### src/rtl/i2c_cfg_arbiter.sv
// Round-robin arbiter sharing one I2C master between the MS7210 (port 0) and
// MS7200 (port 1) register-configuration sequencers, with a per-command watchdog.
module i2c_cfg_arbiter #(
    parameter logic [6:0]  SLV_ADDR0   = 7'h59,
    parameter logic [6:0]  SLV_ADDR1   = 7'h56,
    parameter int unsigned TIMEOUT_CYC = 20000
) (
    input  logic        clk,
    input  logic        rst_n,
    input  logic        req0_exec,
    input  logic [23:0] req0_data,
    input  logic        req0_rh_wl,
    output logic        req0_busy,
    output logic        req0_done,
    output logic [7:0]  req0_data_r,
    output logic        req0_err,
    input  logic        req1_exec,
    input  logic [23:0] req1_data,
    input  logic        req1_rh_wl,
    output logic        req1_busy,
    output logic        req1_done,
    output logic [7:0]  req1_data_r,
    output logic        req1_err,
    output logic        i2c_exec,
    output logic [23:0] i2c_data,
    output logic        i2c_rh_wl,
    output logic [6:0]  i2c_slv_addr,
    input  logic        i2c_done,
    input  logic [7:0]  i2c_data_r,
    output logic        overrun,
    output logic        timeout_err
);

    localparam int WDW = (TIMEOUT_CYC > 2) ? $clog2(TIMEOUT_CYC) : 1;
    localparam logic [WDW-1:0] WD_LAST = WDW'(TIMEOUT_CYC - 1);

    typedef enum logic [1:0] {IDLE, ISSUE, WAIT, DONE} state_t;

    state_t         state, state_nx;
    logic           pend0, pend1;
    logic [23:0]    hold0_data, hold1_data;
    logic           hold0_rw, hold1_rw;
    logic           grant, grant_nx;
    logic           last_grant;
    logic [WDW-1:0] wdog;
    logic           do_grant, finish, timed_out;
    logic           clear0, clear1, acc0, acc1;

    // NOTE: every signal driven here gets a default first so no path can infer a latch.
    always_comb begin
        state_nx  = state;
        grant_nx  = grant;
        do_grant  = 1'b0;
        finish    = 1'b0;
        timed_out = 1'b0;
        case (state)
            IDLE: begin
                if (pend0 || pend1) begin
                    do_grant = 1'b1;
                    state_nx = ISSUE;
                    grant_nx = (pend0 && pend1) ? ~last_grant : pend1;
                end
            end
            ISSUE: state_nx = WAIT;
            WAIT: begin
                // A done arriving on the terminal count still wins over the timeout.
                if (i2c_done) begin
                    finish   = 1'b1;
                    state_nx = DONE;
                end else if (wdog == WD_LAST) begin
                    finish    = 1'b1;
                    timed_out = 1'b1;
                    state_nx  = DONE;
                end
            end
            DONE:    state_nx = IDLE;
            default: state_nx = IDLE;
        endcase
    end

    // NOTE: a new exec in the grantee's DONE cycle is accepted (set beats clear).
    assign clear0 = (state == DONE) && !grant;
    assign clear1 = (state == DONE) &&  grant;
    assign acc0   = req0_exec && (!pend0 || clear0);
    assign acc1   = req1_exec && (!pend1 || clear1);

    assign req0_busy = pend0;
    assign req1_busy = pend1;

    // NOTE: sequential state uses non-blocking assignments only, so update order never matters.
    always_ff @(posedge clk) begin
        if (!rst_n) begin
            state        <= IDLE;
            grant        <= 1'b0;
            last_grant   <= 1'b1;
            pend0        <= 1'b0;
            pend1        <= 1'b0;
            // NOTE: holding registers are cleared too, so no stale command survives a reset.
            hold0_data   <= '0;
            hold1_data   <= '0;
            hold0_rw     <= 1'b0;
            hold1_rw     <= 1'b0;
            wdog         <= '0;
            i2c_exec     <= 1'b0;
            i2c_data     <= '0;
            i2c_rh_wl    <= 1'b0;
            i2c_slv_addr <= SLV_ADDR0;
            req0_done    <= 1'b0;
            req0_data_r  <= '0;
            req0_err     <= 1'b0;
            req1_done    <= 1'b0;
            req1_data_r  <= '0;
            req1_err     <= 1'b0;
            overrun      <= 1'b0;
            timeout_err  <= 1'b0;
        end else begin
            state    <= state_nx;
            grant    <= grant_nx;
            i2c_exec <= do_grant;

            if (do_grant) begin
                i2c_data     <= grant_nx ? hold1_data : hold0_data;
                i2c_rh_wl    <= grant_nx ? hold1_rw   : hold0_rw;
                i2c_slv_addr <= grant_nx ? SLV_ADDR1  : SLV_ADDR0;
            end

            if (state == ISSUE)
                wdog <= '0;
            else if (state == WAIT)
                wdog <= wdog + WDW'(1);

            if (acc0) begin
                pend0      <= 1'b1;
                hold0_data <= req0_data;
                hold0_rw   <= req0_rh_wl;
            end else if (clear0) begin
                pend0 <= 1'b0;
            end
            if (acc1) begin
                pend1      <= 1'b1;
                hold1_data <= req1_data;
                hold1_rw   <= req1_rh_wl;
            end else if (clear1) begin
                pend1 <= 1'b0;
            end
            if ((req0_exec && !acc0) || (req1_exec && !acc1))
                overrun <= 1'b1;

            req0_done <= finish && !grant;
            req1_done <= finish &&  grant;
            if (finish && !grant) begin
                req0_data_r <= timed_out ? 8'hFF : i2c_data_r;
                req0_err    <= timed_out;
            end
            if (finish && grant) begin
                req1_data_r <= timed_out ? 8'hFF : i2c_data_r;
                req1_err    <= timed_out;
            end
            if (timed_out)
                timeout_err <= 1'b1;

            if (state == DONE)
                last_grant <= grant;
        end
    end

endmodule
### config.mk
export PLATFORM = sky130hd
export DESIGN_NAME = i2c_cfg_arbiter
export DESIGN_NICKNAME = d
export VERILOG_FILES = /design/src/rtl/i2c_cfg_arbiter.sv
export SDC_FILE = /design/constraint.sdc
export NUM_CORES = 1
export LEC_CHECK = 0
export CORE_MARGIN = 4
export CORE_UTILIZATION = 56
export CTS_BUF_LIST = sky130_fd_sc_hd__clkbuf_16
export DETAILED_ROUTE_END_ITERATION = 7
export DONT_BUFFER_PORTS = 1
export PLACE_DENSITY = 0.81
export SYNTH_ARGS = -nofsm -noshare
export SYNTH_HDL_FRONTEND = slang
export SYNTH_SLANG_ARGS = --single-unit
export TNS_END_PERCENT = 100
### constraint.sdc
create_clock -name clk -period 2.1 [get_ports clk]
set_input_delay 0.42 -clock clk [delete_from_list [all_inputs] [get_ports clk]]
set_output_delay 0.42 -clock clk [all_outputs]
set_load 0.005 [all_outputs]
==> metrics.cfg, run 1 <==
[run_status]
status = complete, no violations

[floorplan]
dieArea_mm2 = 0.01019
core-area_mm2 = 0.008299
fp.dieH_um = 101.0
die_x_um = 101.0
io_pins = 120
rows = 33
initial_core_util = 0.5831

[drt]
firstDrtPassIters = 4
route.antenna.remaining_nets = 0
drt-vias-per-instance = 5.905
wl_per_cell_um = 17.64
drt-total-wl_um = 11180
first_iter_violations = 218
route.vias.total = 3744
drc = 0

[clock_tree]
clk_pin_slew_ns = 0.05
cts_resized = 0
ctsHoldBuffers = 0
cts_made_buffers = 17
clockRootBuffer = clkbuf_16
clock-sinks = 121
clockBufferDepth = 2
post-cts-setup-buffers = 0
htree_levels = 4
cts_tree = done
clk_latency_ns = 0.40

[flow_run]
cap_viol_max_count = 0

[layout]
areaGrowthSynthToFinish_pct = 13.86
drive_above_1_share = 0.1380
diodes = 0
final_nets = 585

[setup_path]
setup.worst_path.class = reg -> reg
reg2reg_from = wdog[5]
endpoint_kind = flip-flop
critPathMaxFanout = 7
cp.required_ns = 2.42
cp-startpoint = wdog[5]
crit_path_start_kind = flip-flop
cp.arrival_ns = 2.28

[global_routing]
track_usage = 0.2229
grt.busiest_layer = met2
antenna_found_initial = 0
grtUsageMet2 = 0.3681
grt_pass1_wl_um = 17870
met3_usage = 0.09412
grt_max_degree = 108
overflow = 0
grtUsageMet1 = 0.2535
grt_pass1_vias = 3763

[power_and_ir_drop]
p_total_w = 0.006521
ir_drop_mv = 0.6837
leakagePower_nw = 1.979
p_per_area_mw_per_mm2 = 1183

[sta]
setup_slack_ns = 0.1387
setup_tns_ns = 0
fin_crit_ns = 1.961
finalClockSkew_ns = 0.008935
max_freq_mhz = 509.9
slew_violations = 0
tightest_slew_ns = 0.5509
hold_viol = 0
max_slew_margin = 0.6327
setup_viol = 0
period_share = 0.9340
hold_slack_ns = 0.1405
rsz0062_at_grt = no

[place]
hpwl_um = 7149
port_buffers = 0
place_ws_ns = 0.1846
globalplace.congestion = 0.8583

[logic_synthesis]
synth_top_area_frac = 0.5005
yosysTopAreaCell = dfxtp_1
synthFlopType = dfxtp_1
syn_avg_cell_area_um2 = 9.166
synth_seq_area_share = 0.5005
synthDistinctLibCells = 48
synth_top_cells_by_area = dfxtp_1, a21boi_0, nand2_1
ys_ff_latch = 121
async_reset_ff_frac = 0
syn_inst = 528
yosysWarnings = 0
syn-cell-area_mm2 = 0.004840
synth_enable_flop_cells = 0

[worst_hold_path]
hp-start = rst_n
hp-class = in -> reg

==> critical path, cell delays in order (launching register included) <==
cell and delay (ns):
dfxtp_1 0.40, buf_4 0.15, nand4_4 0.12, or4_4 0.55, or4_1 0.49, a21oi_1 0.17
==> through the flow <==
stage / util / instance area (um2) / std cells
3_3_place_gp: 0.5934 / 4925 / 602
2_1_floorplan: - / 4843 / 529
5_1_grt: 0.6640 / 5510 / 634
3_5_place_dp: 0.5934 / 4925 / 602
4_1_cts: 0.6640 / 5510 / 634
6_report: 0.6640 / 5510 / 634
==> cells in the mapped netlist (all sizes together), types with 4 or more instances <==
cell type,number
a21boi,76
xor2,5
buf,7
ha,6
nor2b,6
nand2,139
o221a,16
dfxtp,121
nand3,4
nand4,4
xnor2,4
o221ai,25
nor2,16
o21ai,6
clkbuf,38
inv,6
o21a,4
or4,4
a21oi,7
==> metal layers <==
layer | up-vias | part of all wire
met2 | 118 | 0.49
met5 | - | 0
li1 | 1810 | -
met1 | 1800 | 0.42
met4 | 0 | 0.014
met3 | 16 | 0.079
==> registers in the layout, summed over array words and instances, names as in the netlist, 2 cells and up <==
signal / flops
hold1_data: 24
req0_data_r: 8
hold0_data: 24
req1_data_r: 8
state: 2
i2c_slv_addr: 2
i2c_data: 24
wdog: 15
==> report_power, final <==
part	internal (W)	switching, W
combinational	0.000396	0.000639
clock	0.00184	0.000993
sequential	0.00249	0.000158
==> cell type report <==
class,instances,area [um2]
Fill cell,648,2789
Sequential cell,121,2422
Multi-Input combinational cell,357,2226
Clock buffer,17,425.4
Clock inverter,15,160.2
Tap cell,105,131.4
Timing Repair Buffer,13,122.6
Inverter,6,22.52
==> kinds of logic (layout without fill, tap and decap cells) <==
family | Yosys count | after routing | share of synthesized area
AOI/OAI and AO/OA | 144 | 144 | 0.2368
xor gates and xnor gates | 9 | 9 | 0.01629
adders and majority gates | 6 | 6 | 0.01551
buffers and inverters | 51 | 51 | 0.04421
DFF | 121 | 121 | 0.5005
muxes | 3 | 3 | 0.006205
other | 2 | 3 | 0.001552
and+or+nand+nor | 192 | 192 | 0.1789
==> path summary, 6_finish.rpt <==
path / to / slack (ns) / cells past startpoint
min: last_grant / 0.14 / 1
max: wdog[14] / 0.14 / 5
min reg2reg: last_grant / 0.46 / 2
max reg2reg: wdog[14] / 0.14 / 5
==> cells in the final DEF, fill, tap and decap left out, types with 3 or more instances in the layout <==
| cell type | instances |
|---|---|
| nor2b_1 | 4 |
| bufinv_16 | 3 |
| nand2_1 | 139 |
| inv_1 | 7 |
| conb_1 | 3 |
| clkbuf_16 | 17 |
| o221a_2 | 16 |
| xnor2_1 | 4 |
| clkinvlp_4 | 4 |
| mux2i_1 | 3 |
| nand3_1 | 4 |
| a21boi_0 | 76 |
| o221ai_1 | 25 |
| nor2_1 | 16 |
| xor2_1 | 5 |
| ha_1 | 6 |
| dfxtp_1 | 121 |
| nand2b_1 | 3 |
| a21oi_1 | 7 |
| nand4_1 | 3 |
| clkinv_2 | 4 |
| buf_4 | 11 |
| o21ai_0 | 4 |
| o21a_1 | 3 |
Note: power is estimated with default switching activity, not from simulation.
==> run 2: changes to the inputs <==
- CORE_UTILIZATION: 56 -> 49
- DONT_BUFFER_PORTS: 1 -> default
- PLACE_DENSITY: 0.81 -> 0.9
- TNS_END_PERCENT: 100 -> default
==> run 2 against run 1 <==
Combinational power is 35% higher. Critical path depth is 1 lower. Via count is 14% higher. Wire length is 12% higher. Count of clock-buffer cells in the layout stayed put. First-iteration DRC count is 16% higher. Fmax is 0.31% lower. Die area is 13% higher. Hold slack better by 0.27 ns. Largest cell class unchanged.
==> metrics.cfg, run 2 (synthesis results as in run 1) <==
[setup_path]
cp.required_ns = 2.43  ; was 2.42 ns
slowest_delay_ns = 0.60  ; was 0.55 ns
setup.worst_path.class = reg -> reg  ; unchanged
critPathMaxFanout = 7  ; unchanged
cp-startpoint = wdog[5]  ; unchanged
critical_path_depth = 4  ; was 5
path_buf_inv = 0  ; was 1
worstReg2RegEnd = state[1]  ; was wdog[14]
crit_path_start_kind = flip-flop  ; unchanged
cp.arrival_ns = 2.29  ; was 2.28 ns
path_cells = or4_1 -> nor4_4 -> a2bb2oi_1 -> mux2i_1  ; was buf_4 -> nand4_4 -> or4_4 -> or4_1 -> a21oi_1
reg2reg_slack_ns = 0.13  ; was 0.14 ns
cp_top_family = simple AND/OR/NAND/NOR gates  ; unchanged
reg2reg_from = wdog[5]  ; unchanged
endpoint_kind = flip-flop  ; unchanged
slowest_stage = or4_1  ; was or4_4
crit_end = state[1]  ; was wdog[14]
reg2reg_depth = 4  ; was 5

[drt]
first_iter_violations = 252  ; was 218
route.antenna.remaining_nets = 0  ; unchanged
drc = 0  ; unchanged
firstDrtPassIters = 5  ; was 4
wl_per_cell_um = 16.07  ; was 17.64 um
route.vias.total = 4267  ; was 3,744
drt-total-wl_um = 12530  ; was 11,180 um
drt-vias-per-instance = 5.471  ; was 5.905

[place]
dp_cells = 748  ; was 602
post_dp_cell_area_mm2 = 0.006118  ; was 0.004925 mm2
globalplace.congestion = 0.8070  ; was 0.8583
hpwl_um = 7996  ; was 7149 um
port_buffers = 116  ; was 0

[global_routing]
grt_max_degree = 87  ; was 108
track_usage = 0.2201  ; was 0.2229
antenna_found_initial = 0  ; unchanged
grt_pass1_wl_um = 20600  ; was 17,870 um
grt_pass1_vias = 4295  ; was 3,763
overflow = 0  ; unchanged

[layout]
final_cell_mix = nand2_1, dfxtp_1, clkdlybuf4s50_1  ; was nand2_1, dfxtp_1, a21boi_0
reg_top3 = hold0_data: 24 flops, hold1_data: 24 flops, i2c_data: 24 flops  ; unchanged
layout.cells.non_filler = 780  ; was 634
final_nets = 703  ; was 585
design_area_mm2 = 0.006721  ; was 0.005510 mm2
final_common_cell = nand2_1  ; unchanged
diodes = 0  ; unchanged
areaGrowthSynthToFinish_pct = 38.88  ; was 13.86%
drive_above_1_share = 0.1190  ; was 0.1380

[clock_tree]
clock-sinks = 121  ; unchanged
clockRootBuffer = clkbuf_16  ; unchanged
htree_levels = 4  ; unchanged
cts_made_buffers = 17  ; unchanged
clk_pin_slew_ns = 0.05  ; about the same
post-cts-setup-buffers = 0  ; unchanged
cts_tree = done  ; unchanged
clockBufferDepth = 2  ; unchanged
clk_latency_ns = 0.41  ; was 0.40 ns

[floorplan]
core-area_mm2 = 0.009684  ; was 0.008299 mm2
fp.dieH_um = 107.4  ; was 101.0 um
io_pins = 120  ; unchanged
die_x_um = 107.4  ; was 101.0 um
dieArea_mm2 = 0.01153  ; was 0.01019 mm2
rows = 36  ; was 33
initial_core_util = 0.4997  ; was 0.5831

[sta]
tightest_slew_ns = 0.5458  ; was 0.5509 ns
max_freq_mhz = 508.3  ; was 509.9 MHz
max_slew_margin = 0.6361  ; was 0.6327
setup_viol = 0  ; unchanged
period_share = 0.9369  ; was 0.9340
hold_slack_ns = 0.4110  ; was 0.1405 ns
hold_viol = 0  ; unchanged
fin_crit_ns = 1.967  ; was 1.961 ns
slew_violations = 0  ; unchanged
setup_tns_ns = 0  ; unchanged
finalClockSkew_ns = 0.01412  ; was 0.008935 ns
rsz0062_at_grt = no  ; unchanged

[power_and_ir_drop]
netSwitchingFraction = 0.2802  ; was 0.2745
p_total_w = 0.006945  ; was 0.006521 W
p_per_area_mw_per_mm2 = 1033  ; was 1183 mW/mm2
leakagePower_nw = 2.422  ; was 1.979 nW
ir_drop_mv = 0.8605  ; was 0.6837 mV
pwr-share-clk = 0.422  ; was 0.434
internal-power_w = 0.004999  ; was 0.004731 W
p_comb_frac = 0.200  ; was 0.159
p_switching_w = 0.001946  ; was 0.001790 W
p_seq_frac = 0.378  ; was 0.407

[worst_hold_path]
hp-class = in -> reg  ; unchanged

[run_status]
status = complete, no violations  ; unchanged

[flow_run]
cap_viol_max_count = 0  ; unchanged

-- run 2: changes by cell type in the layout (fill, tap and decap cells not counted), sizes merged --
cell / delta
clkdlybuf4s50: +115
buf: +3
clkinv: -1
inv: +2
clkinvlp: -1
-- run 2: area by class of cell --
type / instances / area [um2]
clock inverter: 15 / 177.7
inverter: 6 / 22.52
fill: 672 / 2963
clock buffer: 17 / 425.4
sequential: 121 / 2422
timing repair buffer: 131 / 1281
tap: 133 / 166.4
multi-input combinational: 357 / 2226
-- run 2: worst register-to-register path: cells and delay by family (launching register included) --
kind / cells / cell delay (ns)
flip-flops: 1 / 0.38
multiplexers: 1 / 0.23
AO/OA/AOI/OAI: 1 / 0.31
AND/OR/NAND/NOR: 2 / 0.97
-- run 2: worst min-delay path by stage --
stage	from	to	slack, ns	depth (start not counted)
5_1_grt	rst_n	req1_done	0.45	3
3_5_place_dp	hold0_data[22]	hold0_data[22]	0.46	2
3_3_place_gp	last_grant	last_grant	0.44	2
4_1_cts	rst_n	req1_done	0.40	3
2_1_floorplan	last_grant	last_grant	0.43	2
6_report	rst_n	req1_done	0.41	3
-- run 2: repair_timing --
action,4_1_cts,5_1_grt
hold endpoints to repair,0,0
endpoints found under the setup margin,0,9
hold buffers,0,0
resized for setup,0,0
-- run 2: layer usage --
layer | wire (um) | global-route usage | vias to the layer above
met5 | 0 | 0 | -
met4 | 190 | 0.07394 | 0
met3 | 781 | 0.05759 | 19
met2 | 6346 | 0.3811 | 151
met1 | 5216 | 0.2649 | 2050
li1 | - | - | 2047
-- run 2: metrics by stage --
step	utilization	worst slack (ns)
floorplan	-	0.2236
global placement	0.6318	0.1902
detailed placement	0.6318	0.1293
CTS	0.6941	0.08340
global route	0.6941	0.01026
finish	0.6941	0.1326
-- run 2: power by group through the flow --
stage,clock network [W],logic [W],registers (W)
4_1_cts,0.00295,0.00139,0.00262
3_5_place_dp,0,0.00137,0.00267
2_1_floorplan,0,0.000756,0.00264
3_3_place_gp,0,0.00134,0.00266
5_1_grt,0.00308,0.00152,0.00265
6_report,0.00293,0.00139,0.00263
==> run 3: changes to the inputs <==
--- a/config.mk
+++ b/config.mk
@@ -11,2 +11,3 @@
 export DETAILED_ROUTE_END_ITERATION = 7
+export GPL_ROUTABILITY_DRIVEN = 0
 export PLACE_DENSITY = 0.9
==> constraint.sdc (replaced) <==
create_clock -name clk -period 2.1 [get_ports clk]
set_input_delay 0.63 -clock clk [delete_from_list [all_inputs] [get_ports clk]]
set_output_delay 0.63 -clock clk [all_outputs]
set_load 0.005 [all_outputs]
==> run 3 against run 2 <==
Combinational power up 4%. Critical endpoint is now req1_busy. Setup slack worse by 0.044 ns. Design area is 0.11% higher. Sequential share of layout area is essentially flat. Critical path depth down 3. Die area did not move. Clock skew down 0.0015 ns. Via count up 0.12%. Hold slack better by 0.052 ns. Highest routed layer unchanged. Non-clock buffer count up 1. Count of clock-buffer cells in the layout unchanged.
==> metrics.cfg, run 3 (synthesis results as in run 1) <==
[floorplan]
rows = 36  ; unchanged
dieArea_mm2 = 0.01153  ; unchanged
core-area_mm2 = 0.009684  ; unchanged
initial_core_util = 0.4997  ; unchanged
die_x_um = 107.4  ; unchanged
fp.dieH_um = 107.4  ; unchanged
io_pins = 120  ; unchanged

[drt]
drt-total-wl_um = 12570  ; was 12,530 um
firstDrtPassIters = 5  ; unchanged
wl_per_cell_um = 16.09  ; was 16.07 um
first_iter_violations = 194  ; was 252
drt-vias-per-instance = 5.470  ; was 5.471
route.antenna.remaining_nets = 0  ; unchanged
drc = 0  ; unchanged
route.vias.total = 4272  ; was 4,267

[sta]
max_freq_mhz = 497.2  ; was 508.3 MHz
rsz0062_at_grt = no  ; unchanged
fin_crit_ns = 2.011  ; was 1.967 ns
max_slew_margin = 0.6017  ; was 0.6361
period_share = 0.9577  ; was 0.9369
hold_slack_ns = 0.4629  ; was 0.4110 ns
finalClockSkew_ns = 0.01261  ; was 0.01412 ns
hold_viol = 0  ; unchanged
tightest_slew_ns = 0.5974  ; was 0.5458 ns
setup_viol = 0  ; unchanged
slew_violations = 0  ; unchanged
setup_slack_ns = 0.08876  ; was 0.1326 ns
setup_tns_ns = 0  ; unchanged

[power_and_ir_drop]
netSwitchingFraction = 0.2925  ; was 0.2802
leakagePower_nw = 2.418  ; was 2.422 nW
pwr-share-clk = 0.400  ; was 0.422
p_comb_frac = 0.213  ; was 0.200
p_switching_w = 0.001985  ; was 0.001946 W
p_seq_frac = 0.387  ; was 0.378
internal-power_w = 0.004801  ; was 0.004999 W
p_per_area_mw_per_mm2 = 1009  ; was 1033 mW/mm2
ir_drop_mv = 0.5187  ; was 0.8605 mV

[layout]
areaGrowthSynthToFinish_pct = 39.04  ; was 38.88%
diodes = 0  ; unchanged
design_area_mm2 = 0.006729  ; was 0.006721 mm2
register_area_mm2 = 0.002424  ; was 0.002422 mm2
final_util = 0.6948  ; was 0.6941
fillers = 703  ; was 672
final_common_cell = nand2_1  ; unchanged
reg_top3 = hold0_data: 24 flops, hold1_data: 24 flops, i2c_data: 24 flops  ; unchanged
final_nets = 704  ; was 703
multi_input_area_mm2 = 0.002226  ; unchanged
drive_above_1_share = 0.1235  ; was 0.1190
final_cell_mix = nand2_1, dfxtp_1, clkdlybuf4s50_1  ; unchanged

[setup_path]
path_buf_inv = 1  ; was 0
crit_path_start_kind = flip-flop  ; unchanged
setup.worst_path.class = reg -> out  ; was reg -> reg
critPathMaxFanout = 6  ; was 7
critical_path_depth = 1  ; was 4
cp.required_ns = 1.47  ; was 2.43 ns
reg2reg_depth = 4  ; unchanged
cp_top_family = buffers and inverters  ; was simple AND/OR/NAND/NOR gates
cp.arrival_ns = 1.38  ; was 2.29 ns
slowest_delay_ns = 0.56  ; was 0.60 ns
path_cells = clkdlybuf4s50_1  ; was or4_1 -> nor4_4 -> a2bb2oi_1 -> mux2i_1
endpoint_kind = output pin  ; was flip-flop
slowest_stage = clkdlybuf4s50_1  ; was or4_1

[worst_hold_path]
hp-class = reg -> reg  ; was in -> reg
hold-path-cell-count = 2  ; was 3

[clock_tree]
post-cts-setup-buffers = 0  ; unchanged
htree_levels = 4  ; unchanged
clock-sinks = 121  ; unchanged
ctsHoldBuffers = 0  ; unchanged
clk_latency_ns = 0.41  ; about the same
clockRootBuffer = clkbuf_16  ; unchanged
clockBufferDepth = 2  ; unchanged
cts_made_buffers = 17  ; unchanged
cts_tree = done  ; unchanged
clk_pin_slew_ns = 0.06  ; was 0.05 ns

[global_routing]
overflow = 0  ; unchanged
grt_max_degree = 46  ; was 87
antenna_found_initial = 0  ; unchanged
track_usage = 0.2266  ; was 0.2201
grt_pass1_vias = 4450  ; was 4,295
grt_pass1_wl_um = 21050  ; was 20,600 um

[place]
port_buffers = 116  ; unchanged
post_dp_cell_area_mm2 = 0.006163  ; was 0.006118 mm2
place_ws_ns = 0.1481  ; was 0.1293 ns
hpwl_um = 8472  ; was 7996 um

[run_status]
status = complete, no violations  ; unchanged

[flow_run]
cap_viol_max_count = 0  ; unchanged

-- run 3: power by group through the flow --
stage,clock (W),sequential [W],combinational [W]
after floorplan,0,0.00264,0.000756
after global placement,0,0.00266,0.00136
after detailed placement,0,0.00267,0.00142
after CTS,0.00274,0.00262,0.00145
after global routing,0.00289,0.00265,0.00157
final,0.00272,0.00262,0.00145
-- run 3: worst paths after layout --
| check | startpoint | endpoint | slack [ns] |
|---|---|---|---|
| setup / recovery | req1_busy | req1_busy | 0.09 |
| setup reg to reg | wdog[5] | req0_data_r[7] | 0.19 |
| hold reg to reg | i2c_data[23] | i2c_data[23] | 0.46 |
| hold / removal | i2c_data[23] | i2c_data[23] | 0.46 |
-- run 3: routing by layer --
layer | vias up | share of wire | track usage
li1 | 2046 | - | -
met1 | 2043 | 0.42 | 0.2722
met2 | 159 | 0.51 | 0.3892
met3 | 24 | 0.054 | 0.05399
met4 | 0 | 0.019 | 0.09288
met5 | - | 0 | 0
-- run 3: through the flow --
stage / instances / total power (W)
floorplan: 529 / 0.003399
global placement: 749 / 0.004019
detailed placement: 749 / 0.004091
CTS: 781 / 0.006814
global route: 781 / 0.007105
finish: 781 / 0.006786
-- run 3: repair_timing --
item                                   in CTS  in global routing
endpoints found under the hold margin       0                  0
gates resized for setup                     0                  1
setup endpoints to repair                   0                  1
-- run 3: area by class of cell --
type / count / share of cell area
sequential: 121 / 0.3602
multi-input combinational: 357 / 0.3308
timing repair buffer: 132 / 0.1971
clock buffer: 17 / 0.06322
tap: 133 / 0.02473
clock inverter: 15 / 0.02064
inverter: 6 / 0.003347
